<file path="config.mk">
export PLATFORM = sky130hd
export DESIGN_NAME = voice_allocator
export DESIGN_NICKNAME = d
export VERILOG_FILES = /design/src/rtl/voice_allocator.sv
export SDC_FILE = /design/constraint.sdc
export NUM_CORES = 1
export LEC_CHECK = 0
export ABC_CLOCK_PERIOD_IN_PS = 4900
export BUFFER_PORTS_ARGS = -buffer_cell sky130_fd_sc_hd__buf_2
export CAP_MARGIN = 25
export CELL_PAD_IN_SITES_DETAIL_PLACEMENT = 1
export CELL_PAD_IN_SITES_GLOBAL_PLACEMENT = 2
export CORE_MARGIN = 1.5
export CORE_UTILIZATION = 38
export CTS_CLUSTER_DIAMETER = 60
export DETAILED_ROUTE_END_ITERATION = 10
export PLACE_DENSITY_LB_ADDON = 0.05
export SLEW_MARGIN = 10
export SYNTH_ARGS = -nofsm -noshare
export SYNTH_HDL_FRONTEND = slang
export SYNTH_SLANG_ARGS = --single-unit
export TNS_END_PERCENT = 10
</file>
<file path="constraint.sdc">
create_clock -name baseclk -period 4.9 [get_ports baseclk]
set_input_delay 0.245 -clock baseclk [delete_from_list [all_inputs] [get_ports baseclk]]
set_output_delay 0.245 -clock baseclk [all_outputs]
set_load 0.05 [all_outputs]
</file>
<file path="src/rtl/voice_allocator.sv">
// voice_allocator
// ---------------
// Dynamic voice allocator placed between a note-event source and NCH
// note_synthesizer channels. Note-on events go to a matching channel
// (retrigger), else to the lowest free channel, else steal the
// least-recently-allocated channel. On a steal the victim is silenced
// for one cycle (GAP) before the new note is loaded. Note-off events
// clear the matching channel.
//
// Ports
//   baseclk     system clock, all state changes on the rising edge
//   asyncrst_n  active-low reset, sampled on the rising edge only
//   all_off     synchronous panic: clears every channel, drops held event
//   ev_valid    event offered
//   ev_ready    allocator can accept an event (IDLE and not all_off)
//   ev_on       1 = note-on, 0 = note-off
//   ev_octave   event octave
//   ev_note     event note
//   ev_duty     event duty (note-on only)
//   ev_mode     event mode (note-on only; 2'b00 behaves as note-off)
//   octave      packed per-channel octave (channel k in slice k)
//   note        packed per-channel note
//   duty        packed per-channel duty
//   mode        packed per-channel mode, 2'b00 = silent
//   busy        channel k holds an active note
//   steal       one-cycle pulse when a busy channel is reassigned
module voice_allocator #(
    parameter int NCH = 4,
    parameter int RW  = 2
) (
    input  logic             baseclk,
    input  logic             asyncrst_n,
    input  logic             all_off,
    input  logic             ev_valid,
    output logic             ev_ready,
    input  logic             ev_on,
    input  logic [2:0]       ev_octave,
    input  logic [3:0]       ev_note,
    input  logic [3:0]       ev_duty,
    input  logic [1:0]       ev_mode,
    output logic [3*NCH-1:0] octave,
    output logic [4*NCH-1:0] note,
    output logic [4*NCH-1:0] duty,
    output logic [2*NCH-1:0] mode,
    output logic [NCH-1:0]   busy,
    output logic             steal
);

    localparam int            IW          = (NCH > 1) ? $clog2(NCH) : 1;
    localparam logic [RW-1:0] RANK_OLDEST = RW'(NCH - 1);

    // LOOKUP registers the search decision; APPLY executes it. This keeps
    // the channel-table compare off the path into the channel registers.
    typedef enum logic [1:0] {
        ST_IDLE   = 2'd0,
        ST_LOOKUP = 2'd1,
        ST_APPLY  = 2'd2,
        ST_GAP    = 2'd3
    } state_t;

    typedef enum logic [1:0] {
        ACT_NONE  = 2'd0,
        ACT_CLEAR = 2'd1,
        ACT_LOAD  = 2'd2,
        ACT_STEAL = 2'd3
    } act_t;

    // Lowest set bit index of a channel vector (0 when empty).
    function automatic logic [IW-1:0] lowest_set(input logic [NCH-1:0] vec);
        logic [IW-1:0] idx;
        idx = {IW{1'b0}};
        for (int k = NCH - 1; k >= 0; k--) begin
            idx = vec[k] ? IW'(k) : idx;
        end
        return idx;
    endfunction

    state_t          state_r;
    state_t          state_nxt_s;
    act_t            act_r;
    act_t            act_nxt_s;
    logic [IW-1:0]   tgt_r;
    logic [IW-1:0]   tgt_nxt_s;

    logic            ev_on_r;
    logic [2:0]      ev_octave_r;
    logic [3:0]      ev_note_r;
    logic [3:0]      ev_duty_r;
    logic [1:0]      ev_mode_r;

    logic [2:0]      ch_octave_r [NCH];
    logic [3:0]      ch_note_r   [NCH];
    logic [3:0]      ch_duty_r   [NCH];
    logic [1:0]      ch_mode_r   [NCH];
    logic [NCH-1:0]  busy_r;
    logic            steal_r;
    logic [RW-1:0]   rank_r      [NCH];

    logic [NCH-1:0]  match_vec_s;
    logic [NCH-1:0]  free_vec_s;
    logic [NCH-1:0]  victim_vec_s;
    logic            xfer_s;
    logic            touch_s;

    assign ev_ready = (state_r == ST_IDLE) & ~all_off;
    assign xfer_s   = ev_valid & ev_ready;
    // The loaded channel becomes newest on a plain load/retrigger or at the end of a steal.
    assign touch_s  = ((state_r == ST_APPLY) && (act_r == ACT_LOAD)) || (state_r == ST_GAP);

    // Next-state logic; all_off always returns to IDLE.
    always_comb begin
        state_nxt_s = state_r;
        if (all_off) begin
            state_nxt_s = ST_IDLE;
        end else begin
            case (state_r)
                ST_IDLE: begin
                    if (xfer_s) begin
                        state_nxt_s = ST_LOOKUP;
                    end else begin
                        state_nxt_s = ST_IDLE;
                    end
                end
                ST_LOOKUP: state_nxt_s = ST_APPLY;
                ST_APPLY: begin
                    if (act_r == ACT_STEAL) begin
                        state_nxt_s = ST_GAP;
                    end else begin
                        state_nxt_s = ST_IDLE;
                    end
                end
                ST_GAP:  state_nxt_s = ST_IDLE;
                default: state_nxt_s = ST_IDLE;
            endcase
        end
    end

    // Per-channel match / free / oldest flags against the held event.
    always_comb begin
        match_vec_s  = {NCH{1'b0}};
        free_vec_s   = {NCH{1'b0}};
        victim_vec_s = {NCH{1'b0}};
        for (int k = 0; k < NCH; k++) begin
            match_vec_s[k]  = busy_r[k] & (ch_octave_r[k] == ev_octave_r)
                                        & (ch_note_r[k] == ev_note_r);
            free_vec_s[k]   = ~busy_r[k];
            victim_vec_s[k] = (rank_r[k] == RANK_OLDEST);
        end
    end

    // Action decision for the held event.
    always_comb begin
        act_nxt_s = ACT_NONE;
        tgt_nxt_s = {IW{1'b0}};
        if (!ev_on_r) begin
            if (|match_vec_s) begin
                act_nxt_s = ACT_CLEAR;
                tgt_nxt_s = lowest_set(match_vec_s);
            end else begin
                act_nxt_s = ACT_NONE;
            end
        end else if (|match_vec_s) begin
            act_nxt_s = ACT_LOAD;
            tgt_nxt_s = lowest_set(match_vec_s);
        end else if (|free_vec_s) begin
            act_nxt_s = ACT_LOAD;
            tgt_nxt_s = lowest_set(free_vec_s);
        end else begin
            act_nxt_s = ACT_STEAL;
            tgt_nxt_s = lowest_set(victim_vec_s);
        end
    end

    // FSM state, held event and registered decision.
    always_ff @(posedge baseclk) begin
        if (!asyncrst_n) begin
            state_r     <= ST_IDLE;
            ev_on_r     <= 1'b0;
            ev_octave_r <= 3'd0;
            ev_note_r   <= 4'd0;
            ev_duty_r   <= 4'd0;
            ev_mode_r   <= 2'd0;
            act_r       <= ACT_NONE;
            tgt_r       <= {IW{1'b0}};
        end else begin
            state_r <= state_nxt_s;
            if (xfer_s) begin
                // A note-on with mode 00 is folded into a note-off here.
                ev_on_r     <= ev_on & (ev_mode != 2'b00);
                ev_octave_r <= ev_octave;
                ev_note_r   <= ev_note;
                ev_duty_r   <= ev_duty;
                ev_mode_r   <= ev_mode;
            end
            if (state_r == ST_LOOKUP) begin
                act_r <= act_nxt_s;
                tgt_r <= tgt_nxt_s;
            end
        end
    end

    // Channel table, busy flags and steal pulse.
    always_ff @(posedge baseclk) begin
        if (!asyncrst_n || all_off) begin
            for (int k = 0; k < NCH; k++) begin
                ch_octave_r[k] <= 3'd0;
                ch_note_r[k]   <= 4'd0;
                ch_duty_r[k]   <= 4'd0;
                ch_mode_r[k]   <= 2'd0;
            end
            busy_r  <= {NCH{1'b0}};
            steal_r <= 1'b0;
        end else begin
            steal_r <= 1'b0;
            if (state_r == ST_APPLY) begin
                case (act_r)
                    ACT_CLEAR: begin
                        ch_octave_r[tgt_r] <= 3'd0;
                        ch_note_r[tgt_r]   <= 4'd0;
                        ch_duty_r[tgt_r]   <= 4'd0;
                        ch_mode_r[tgt_r]   <= 2'd0;
                        busy_r[tgt_r]      <= 1'b0;
                    end
                    ACT_LOAD: begin
                        ch_octave_r[tgt_r] <= ev_octave_r;
                        ch_note_r[tgt_r]   <= ev_note_r;
                        ch_duty_r[tgt_r]   <= ev_duty_r;
                        ch_mode_r[tgt_r]   <= ev_mode_r;
                        busy_r[tgt_r]      <= 1'b1;
                    end
                    ACT_STEAL: begin
                        // Silence the victim for one cycle before reloading it.
                        ch_mode_r[tgt_r] <= 2'd0;
                        steal_r          <= 1'b1;
                    end
                    default: begin
                        steal_r <= 1'b0;
                    end
                endcase
            end else if (state_r == ST_GAP) begin
                ch_octave_r[tgt_r] <= ev_octave_r;
                ch_note_r[tgt_r]   <= ev_note_r;
                ch_duty_r[tgt_r]   <= ev_duty_r;
                ch_mode_r[tgt_r]   <= ev_mode_r;
                busy_r[tgt_r]      <= 1'b1;
            end
        end
    end

    // LRU ranks: 0 = newest, NCH-1 = oldest; kept across all_off.
    always_ff @(posedge baseclk) begin
        if (!asyncrst_n) begin
            for (int k = 0; k < NCH; k++) begin
                rank_r[k] <= RW'(k);
            end
        end else if (touch_s && !all_off) begin
            for (int i = 0; i < NCH; i++) begin
                if (IW'(i) == tgt_r) begin
                    rank_r[i] <= {RW{1'b0}};
                end else if (rank_r[i] < rank_r[tgt_r]) begin
                    rank_r[i] <= rank_r[i] + RW'(1);
                end
            end
        end
    end

    // Pack the channel table into the synthesizer bus layout.
    for (genvar k = 0; k < NCH; k++) begin : g_pack
        assign octave[3*k +: 3] = ch_octave_r[k];
        assign note[4*k +: 4]   = ch_note_r[k];
        assign duty[4*k +: 4]   = ch_duty_r[k];
        assign mode[2*k +: 2]   = ch_mode_r[k];
    end

    assign busy  = busy_r;
    assign steal = steal_r;

endmodule
</file>
# Yosys cells after proc, flatten, opt, wreduce, memory -nomap -nowiden

Memory sizes are Yosys's and may differ from the RTL's. A register that Yosys moved wholly into a read port is not among the register bits.
Index checks and enable logic that the tools add are counted.
W data, S select, Z words.

Flip-flop bits (word level): 25
RAM bits: 60
Logic and storage cells: 217
Memories: 5

Memory list:

| name        | depth | bits a word | rd ports | clocked after memory_dff | wr ports | line | source |
|---|---|---|---|---|---|---|---|
| ch_duty_r   | 4     | 4           | 4        | 0                        | 4        | 93   | `logic [3:0] ch_duty_r [NCH];` |
| ch_note_r   | 4     | 4           | 4        | 0                        | 4        | 92   | `logic [3:0] ch_note_r [NCH];` |
| ch_octave_r | 4     | 3           | 4        | 0                        | 4        | 91   | `logic [2:0] ch_octave_r [NCH];` |
| ch_mode_r   | 4     | 2           | 4        | 0                        | 4        | 94   | `logic [1:0] ch_mode_r [NCH];` |
| rank_r      | 4     | 2           | 5        | 1                        | 4        | 97   | `logic [RW-1:0] rank_r [NCH];` |

$add $sub $neg: 4
$lt $le $gt $ge: 6
Eq/ne operators: 22
Multiplexer cells: 114
Bitwise logic cells: 37
Reductions and logical operators: 19

Operators with widths:

| operator              | count |
|---|---|
| $mux W2               | 36 |
| $mux W1               | 64 |
| $mux W4               | 8 |
| $or A1 B1 Y1          | 17 |
| $eq A2 B2 Y1 const B  | 8 |
| $eq A4 B4 Y1          | 4 |
| $reduce_or A4 Y1      | 4 |
| $eq A3 B3 Y1          | 4 |
| $and A1 B1 Y1         | 11 |
| $mux W3               | 3 |
| $add A2 B1 Y2 const B | 4 |
| $lt A2 B2 Y1          | 4 |
| $pmux W2 S4           | 1 |
| $pmux W4 S2           | 1 |
| $not A1 Y1            | 6 |
| $and A4 B4 Y4         | 1 |
| $eq A2 B1 Y1 const B  | 2 |
| $eq A2 B2 Y1 const A  | 2 |
| $logic_not A2 Y1      | 2 |
| $not A4 Y4            | 1 |
| $or A4 B4 Y4          | 1 |
| $reduce_bool A2 Y1    | 2 |
| $reduce_or A2 Y1      | 2 |
| $logic_and A1 B1 Y1   | 3 |
| 9 further kinds       | 11 |

# Depth between registers and ports, before layout

Gate-level depths: netlist (run 1).
An unclocked memory read counts as a cell.

Word-level depth: 12
Depth in mapped cells: 6

# Worst setup path before layout (run 1)

Ideal clock, no wire load.

Path type: reg-to-reg
Start point: reg state_r[0]
End point: reg ev_duty_r[0]
Arrival time: 2.238 ns
Required time: 4.768 ns
Path slack: 2.530 ns
Cell stages (with the launch flop): 6
Cell sequence: dfxtp_1 nor3_1 nand2_1 clkbuf_1 nand2_1 a21oi_1

Longest elaborated chain between the ends: 3

RTL lines:

| item                   | line | source |
|---|---|---|
| start, declared        | 78   | `state_t state_r;` |
| start signal, assigned | 186  | `state_r <= state_nxt_s;` |
| $logic_not A2 Y1       | 105  | `assign ev_ready = (state_r == ST_IDLE) & ~all_off;` |
| $and A1 B1 Y1          | 105  |  |
| net ev_ready           | 35   | `output logic ev_ready,` |
| $and A1 B1 Y1          | 106  | `assign xfer_s = ev_valid & ev_ready;` |
| end signal, assigned   | 192  | `ev_duty_r <= ev_duty;` |
| end, declared          | 88   | `logic [3:0] ev_duty_r;` |

The timed path passes the listed nets, and every way through them passes these cells.
A chain may end at the register's enable or synchronous reset.

==> out/qor.yml, run 1 <==
outcome: "completed"
path_clk_slew_ns: 0.10
avgSynthCellArea_um2: 10.56
fin_nets: 472
finalCritPeriodShare: 0.4677
clk-insertion-delay-late_ns: 0.37
post-cts-setup-buffers: 0
dieArea_mm2: 0.01104
yosysTopAreaCell: "edfxtp_1"
clock_skew_ns: 0.01174
nFillCells: 1169
required_ns: 4.91
clock-root-buffer: "clkbuf_8"
setup_viol_count_final: 0
whs_ns: 0.1078
worst_slew_pin_slew_ns: 0.8225
syn-num-nets: 401
placed_area_mm2: 0.004456
finalMaxSlewViolations: 0
endpoint: "ch_duty_r[2][3]$_SDFFCE_PN0P_"
reg2reg_slack_ns: 2.61
cts.repair.resized: 0
finalHoldViolations: 0
finalSetupTns_ns: 0
cts_max_level: 3
rsz0062_at_grt: "false"
syn_inst: 375
drt_pass1_iterations: 4
cts_tree: "yes"
area_growth_pct: 17.25
power_density_mw_per_mm2: 318.8
synth_top_area_share: 0.4550
ys.flop_type: "edfxtp_1"
synth_seq_cells: 87
ios: 76
critPathKind: "flop to flop"
synth_most_common_cell: "nor2_1"
grt_pass1_wl_mm: 17.44
syn_area_mm2: 0.003960
postRouteWirelength_mm: 11.13
drive_above_1_share: 0.2350
leakagePower_nw: 1.936
timing.rr.end: "ch_duty_r[2][3]$_SDFFCE_PN0P_"
portBuffers: 75
core_area_mm2: 0.01023
r2r.worst_path.cells: 5
drc: 0
worstSetupStartpointType: "flop"
synth_cell_types: 43
dp_hpwl_mm: 8.519
yosys-top-cells-count: "63 x nor2_1, 60 x edfxtp_1, 53 x nand2_1, 27 x dfxtp_1, 17 x inv_1"
rr_startpoint: "act_r[1]$_SDFFE_PN0N_"
hold_buffers: 0
seq_area_frac_synth: 0.5915
worst_setup_path_end_kind: "flop"
start_util: 0.3871
clock-sinks: 87
wire_per_inst_um: 18.96
ant_nets: 0
arrival_ns: 2.30
num_vias: 2997
layout_min_cycle_time_ns: 2.292
drv.max_cap_violation_count: 0
grt_max_degree: 24
antenna_found_initial: 0
min_path_type: "input pin to flop"
die_y_um: 105.1
cts_buffer_depth: 2
viasPerCell: 5.106
antenna_cells: 0
crit_path_max_fanout: 12
cts_buffers: 9
synth_area_leaders: "edfxtp_1 45%, dfxtp_1 14%, nor2_1 6.0%"
rows: 37
final_area_mm2: 0.004643
first_global_vias: 3130
yosysWarnings: 0
place_congestion: 0.8174
ir_drop_mv: 0.1628
initialDrtViolationCount: 119
grt_overflow_total: 0
synth_edf_count: 60
startpoint: "act_r[1]$_SDFFE_PN0N_"
die_w_um: 105.1
track_usage: 0.2112
fmax_mhz: 436.3
slew_headroom: 0.4517
synthArstFlopShare: 0
==> kinds of logic (layout without fill, tap and decap cells) <==
family                     Yosys count  in the layout  synth area share
xor gates and xnor gates            29             29           0.06414
DFF                                 87             87            0.5915
adders and majority gates            8              8           0.02528
AOI/OAI and AO/OA                   51             51           0.08531
buffers and inverters               35            111           0.03634
muxes                                2              2           0.01137
and+or+nand+nor                    163            163            0.1861
==> registers in the layout (all words and copies together) (netlist names), named ones only <==
register,count
rank_r,8
steal,1
ch_duty_r,16
ch_mode_r,8
ch_note_r,16
tgt_r,2
ch_octave_r,12
ev_note_r,4
state_r,2
act_r,2
ev_on_r,1
ev_mode_r,2
ev_octave_r,3
ev_duty_r,4
==> layer usage <==
metal,GRT usage,share of wire,vias to the layer above
met1,0.3060,0.49,1481
met4,0.05969,0.013,0
met2,0.3198,0.46,64
li1,-,-,1440
met3,0.04242,0.039,12
met5,0,0,-
==> critical path, stage by stage (launching register included) <==
cell	delay [ns]
dfxtp_1	0.37
xor2_1	0.18
o21ai_1	0.49
nor2_1	0.11
nand2_1	0.38
nand2_1	0.40
==> cell usage in the layout (no fill, tap or decap), types with 4 or more instances in the layout <==
| cell | n |
|---|---|
| nor2_1 | 63 |
| clkbuf_8 | 9 |
| nand4_1 | 8 |
| o21ai_0 | 10 |
| xnor2_1 | 16 |
| inv_1 | 17 |
| nand2_1 | 53 |
| a21oi_1 | 16 |
| dfxtp_1 | 27 |
| ha_1 | 8 |
| edfxtp_1 | 60 |
| nor2b_1 | 7 |
| xor2_1 | 13 |
| or2_2 | 4 |
| nand2b_1 | 9 |
| buf_2 | 75 |
==> stage by stage <==
stage          utilization  cells  worst slack (ns)  total power (W)
2_1_floorplan            -    375             2.530        0.0009591
3_3_place_gp        0.4333    569             2.437         0.001005
3_5_place_dp        0.4355    571             2.571         0.001009
4_1_cts             0.4538    587             2.546         0.001498
5_1_grt             0.4538    587             2.351         0.001535
6_report            0.4538    587             2.608         0.001480
==> worst min path at each step <==
stage | start | end | cells after the start
floorplan | ev_duty[0] | ev_duty_r[0]$_SDFFE_PN0P_ | 2
global placement | ev_duty_r[1]$_SDFFE_PN0P_ | ev_duty_r[1]$_SDFFE_PN0P_ | 2
detailed placement | ev_duty_r[1]$_SDFFE_PN0P_ | ev_duty_r[1]$_SDFFE_PN0P_ | 2
CTS | ev_duty[0] | ev_duty_r[0]$_SDFFE_PN0P_ | 3
global route | ev_duty[0] | ev_duty_r[0]$_SDFFE_PN0P_ | 3
finish | ev_duty[0] | ev_duty_r[0]$_SDFFE_PN0P_ | 3
==> power breakdown <==
part	internal (W)	switching (W)	total (W)
registers	0.000807	0.0000238	0.000831
clock network	0.000196	0.000293	0.000489
logic	0.0000420	0.000119	0.000161
total	0.00104	0.000435	0.00148
==> area by class of cell <==
| cell class | instances | area [um2] | area share |
|---|---|---|---|
| clock buffers | 9 | 123.9 | 0.02668 |
| clock inverters | 7 | 63.81 | 0.01374 |
| inverters | 17 | 63.81 | 0.01374 |
| multi-input cells | 253 | 1474 | 0.3174 |
| flip-flops and latches | 87 | 2342 | 0.5044 |
| well taps | 136 | 170.2 | 0.03665 |
| repair buffers | 78 | 405.4 | 0.08731 |
Power figures use the tool's default switching activity.
==> inputs of run 2 (changes only) <==
- ABC_CLOCK_PERIOD_IN_PS: 4900 -> 1950
- CORE_UTILIZATION: 38 -> 31
- clock period: 4.9 -> 1.95 ns (I/O delays scaled with it)
==> out/qor.yml, run 2 (synthesized netlist as in run 1, its figures left out) <==
worst_slew_pin_slew_ns: 0.5254  # was 0.8225 ns
fmax_mhz: 475.7  # was 436.3 MHz
rr_startpoint: "rank_r[3][1]$_DFFE_PP_"  # was act_r[1]$_SDFFE_PN0N_
first_global_vias: 3254  # was 3130
power_frac_clock: 0.431  # was 0.330
crit_path_max_fanout: 4  # was 12
dp_cells: 637  # was 571
clock-root-buffer: "clkbuf_16"  # was clkbuf_8
layout_min_cycle_time_ns: 2.102  # was 2.292 ns
dp_hpwl_mm: 9.146  # was 8.519 mm
track_usage: 0.1888  # was 0.2112
core_area_mm2: 0.01252  # was 0.01023 mm2
die_w_um: 116.0  # was 105.1 um
p_int_w: 0.003307  # was 0.001045 W
area_growth_pct: 31.37  # was 17.25%
rows: 41  # was 37
drv.max_cap_violation_count: 0  # unchanged
clk-insertion-delay-late_ns: 0.35  # was 0.37 ns
clock-sinks: 87  # unchanged
clock_skew_ns: 0.009805  # was 0.01174 ns
largest_registers: "ch_duty_r: 16 flops, ch_note_r: 16 flops, ch_octave_r: 12 flops"  # unchanged
antenna_cells: 0  # unchanged
portBuffers: 75  # unchanged
ios: 76  # unchanged
setup_viol_count_final: 14  # was 0
reg2reg_slack_ns: -0.15  # was 2.61 ns
min_path_type: "input pin to flop"  # unchanged
postRouteWirelength_mm: 11.79  # was 11.13 mm
worst_setup_path_end_kind: "flop"  # unchanged
timing.rr.end: "rank_r[2][1]$_SDFFCE_PN1P_"  # was ch_duty_r[2][3]$_SDFFCE_PN0P_
startpoint: "rank_r[3][1]$_DFFE_PP_"  # was act_r[1]$_SDFFE_PN0N_
cts_buffer_depth: 2  # unchanged
start_util: 0.3164  # was 0.3871
pwr-share-comb: 0.101  # was 0.108
layoutNonFillerInstCount: 664  # was 587
slew_headroom: 0.6470  # was 0.4517
grt_max_degree: 18  # was 24
leakagePower_nw: 2.192  # was 1.936 nW
seqPwrFrac: 0.468  # was 0.561
fin_nets: 513  # was 472
p_sw_frac: 0.2571  # was 0.2942
path_clk_slew_ns: 0.06  # was 0.10 ns
power_density_mw_per_mm2: 855.5  # was 318.8 mW/mm2
fin_ws_ns: -0.1522  # was 2.608 ns
finalMaxSlewViolations: 0  # unchanged
viasPerCell: 4.709  # was 5.106
ir_drop_mv: 0.4542  # was 0.1628 mV
cts_buffers: 9  # unchanged
cts_max_level: 3  # unchanged
rsz0062_at_grt: "true"  # was false
drive_above_1_share: 0.2907  # was 0.2350
postLayoutCoreUtil: 0.4156  # was 0.4538
wire_per_inst_um: 17.75  # was 18.96 um
grt_overflow_total: 0  # unchanged
drt_pass1_iterations: 4  # unchanged
layout_common_cells: "75 x buf_2, 62 x nor2_1, 60 x edfxtp_1"  # was 75 x buf_2, 63 x nor2_1, 60 x edfxtp_1
dieArea_mm2: 0.01346  # was 0.01104 mm2
post-cts-setup-buffers: 0  # unchanged
arrival_ns: 2.13  # was 2.30 ns
grt_pass1_wl_mm: 18.27  # was 17.44 mm
place_congestion: 0.7774  # was 0.8174
initialDrtViolationCount: 81  # was 119
drc: 0  # unchanged
outcome: "finished, violations left"  # was completed
die_y_um: 116.0  # was 105.1 um
mostFrequentLayoutCell: "buf_2"  # unchanged
nFillCells: 1473  # was 1169
finalHoldViolations: 0  # unchanged
ant_nets: 0  # unchanged
worstSetupStartpointType: "flop"  # unchanged
r2r.worst_path.cells: 5  # unchanged
switchingPower_w: 0.001144  # was 0.0004355 W
ff_latch_area_mm2: 0.002345  # was 0.002342 mm2
cts_tree: "yes"  # unchanged
antenna_found_initial: 0  # unchanged
endpoint: "rank_r[2][1]$_SDFFCE_PN1P_"  # was ch_duty_r[2][3]$_SDFFCE_PN0P_
num_vias: 3127  # was 2997
finalSetupTns_ns: -1.336  # was 0 ns
critPathKind: "flop to flop"  # unchanged
multiInputGateArea_mm2: 0.001516  # was 0.001474 mm2
power_w: 0.004451  # was 0.001480 W
required_ns: 1.98  # was 4.91 ns
finalCritPeriodShare: 1.078  # was 0.4677
violations: "setup timing"
-- run 2: how the worst min path moves through the flow --
stage	from	endpoint	depth (start not counted)
final	ev_mode[0]	ev_mode_r[0]$_SDFFE_PN0P_	3
after global routing	ev_note[0]	ev_note_r[0]$_SDFFE_PN0P_	3
after CTS	ev_mode[0]	ev_mode_r[0]$_SDFFE_PN0P_	3
after detailed placement	ev_duty[1]	ev_duty_r[1]$_SDFFE_PN0P_	3
after global placement	ev_octave[1]	ev_octave_r[1]$_SDFFE_PN0P_	3
after floorplan	ev_duty[0]	ev_duty_r[0]$_SDFFE_PN0P_	2
-- run 2: through the flow --
stage                     setup WS, ns  hold WS, ns  instance area [um2]
final                          -0.1522     0.003115                 5202
after floorplan               -0.09520       0.2335                 3965
after global routing           -0.2175      0.01295                 5202
after CTS                      -0.1627     0.002222                 5195
after global placement         -0.1596       0.3392                 4723
after detailed placement       -0.2154       0.3457                 4723
-- run 2: layer usage --
metal / global-route usage / wire length (um)
met5: 0 / 0
met4: 0.06748 / 177
met3: 0.03033 / 296
met2: 0.3376 / 6236
met1: 0.2298 / 5076
-- run 2: what timing repair did --
action	in CTS	in global routing
gates cloned	0	0
pin swaps	3	2
endpoints found under the hold margin	11	0
setup endpoints to repair	15	19
gates resized for setup	5	5
hold buffers	11	0
-- run 2: layout make-up --
cell class / instances / share of cell area
Tap cell: 172 / 0.04137
Clock buffer: 9 / 0.04329
Clock inverter: 7 / 0.01948
Multi-Input combinational cell: 253 / 0.2915
Sequential cell: 87 / 0.4507
Timing Repair Buffer: 119 / 0.1409
Inverter: 17 / 0.01275
-- run 2: power groups by stage --
stage	sequential, W	combinational (W)	clock, W
2_1_floorplan	0.00226	0.000148	0
3_3_place_gp	0.00212	0.000431	0
3_5_place_dp	0.00212	0.000436	0
4_1_cts	0.00208	0.000458	0.00195
5_1_grt	0.00209	0.000487	0.00202
6_report	0.00208	0.000452	0.00192
-- run 2: worst max-delay path, stage by stage (launching register included) --
cell	delay, ns
edfxtp_1	0.40
mux4_2	0.51
inv_4	0.09
ha_1	0.23
a2111o_1	0.40
o211ai_1	0.15
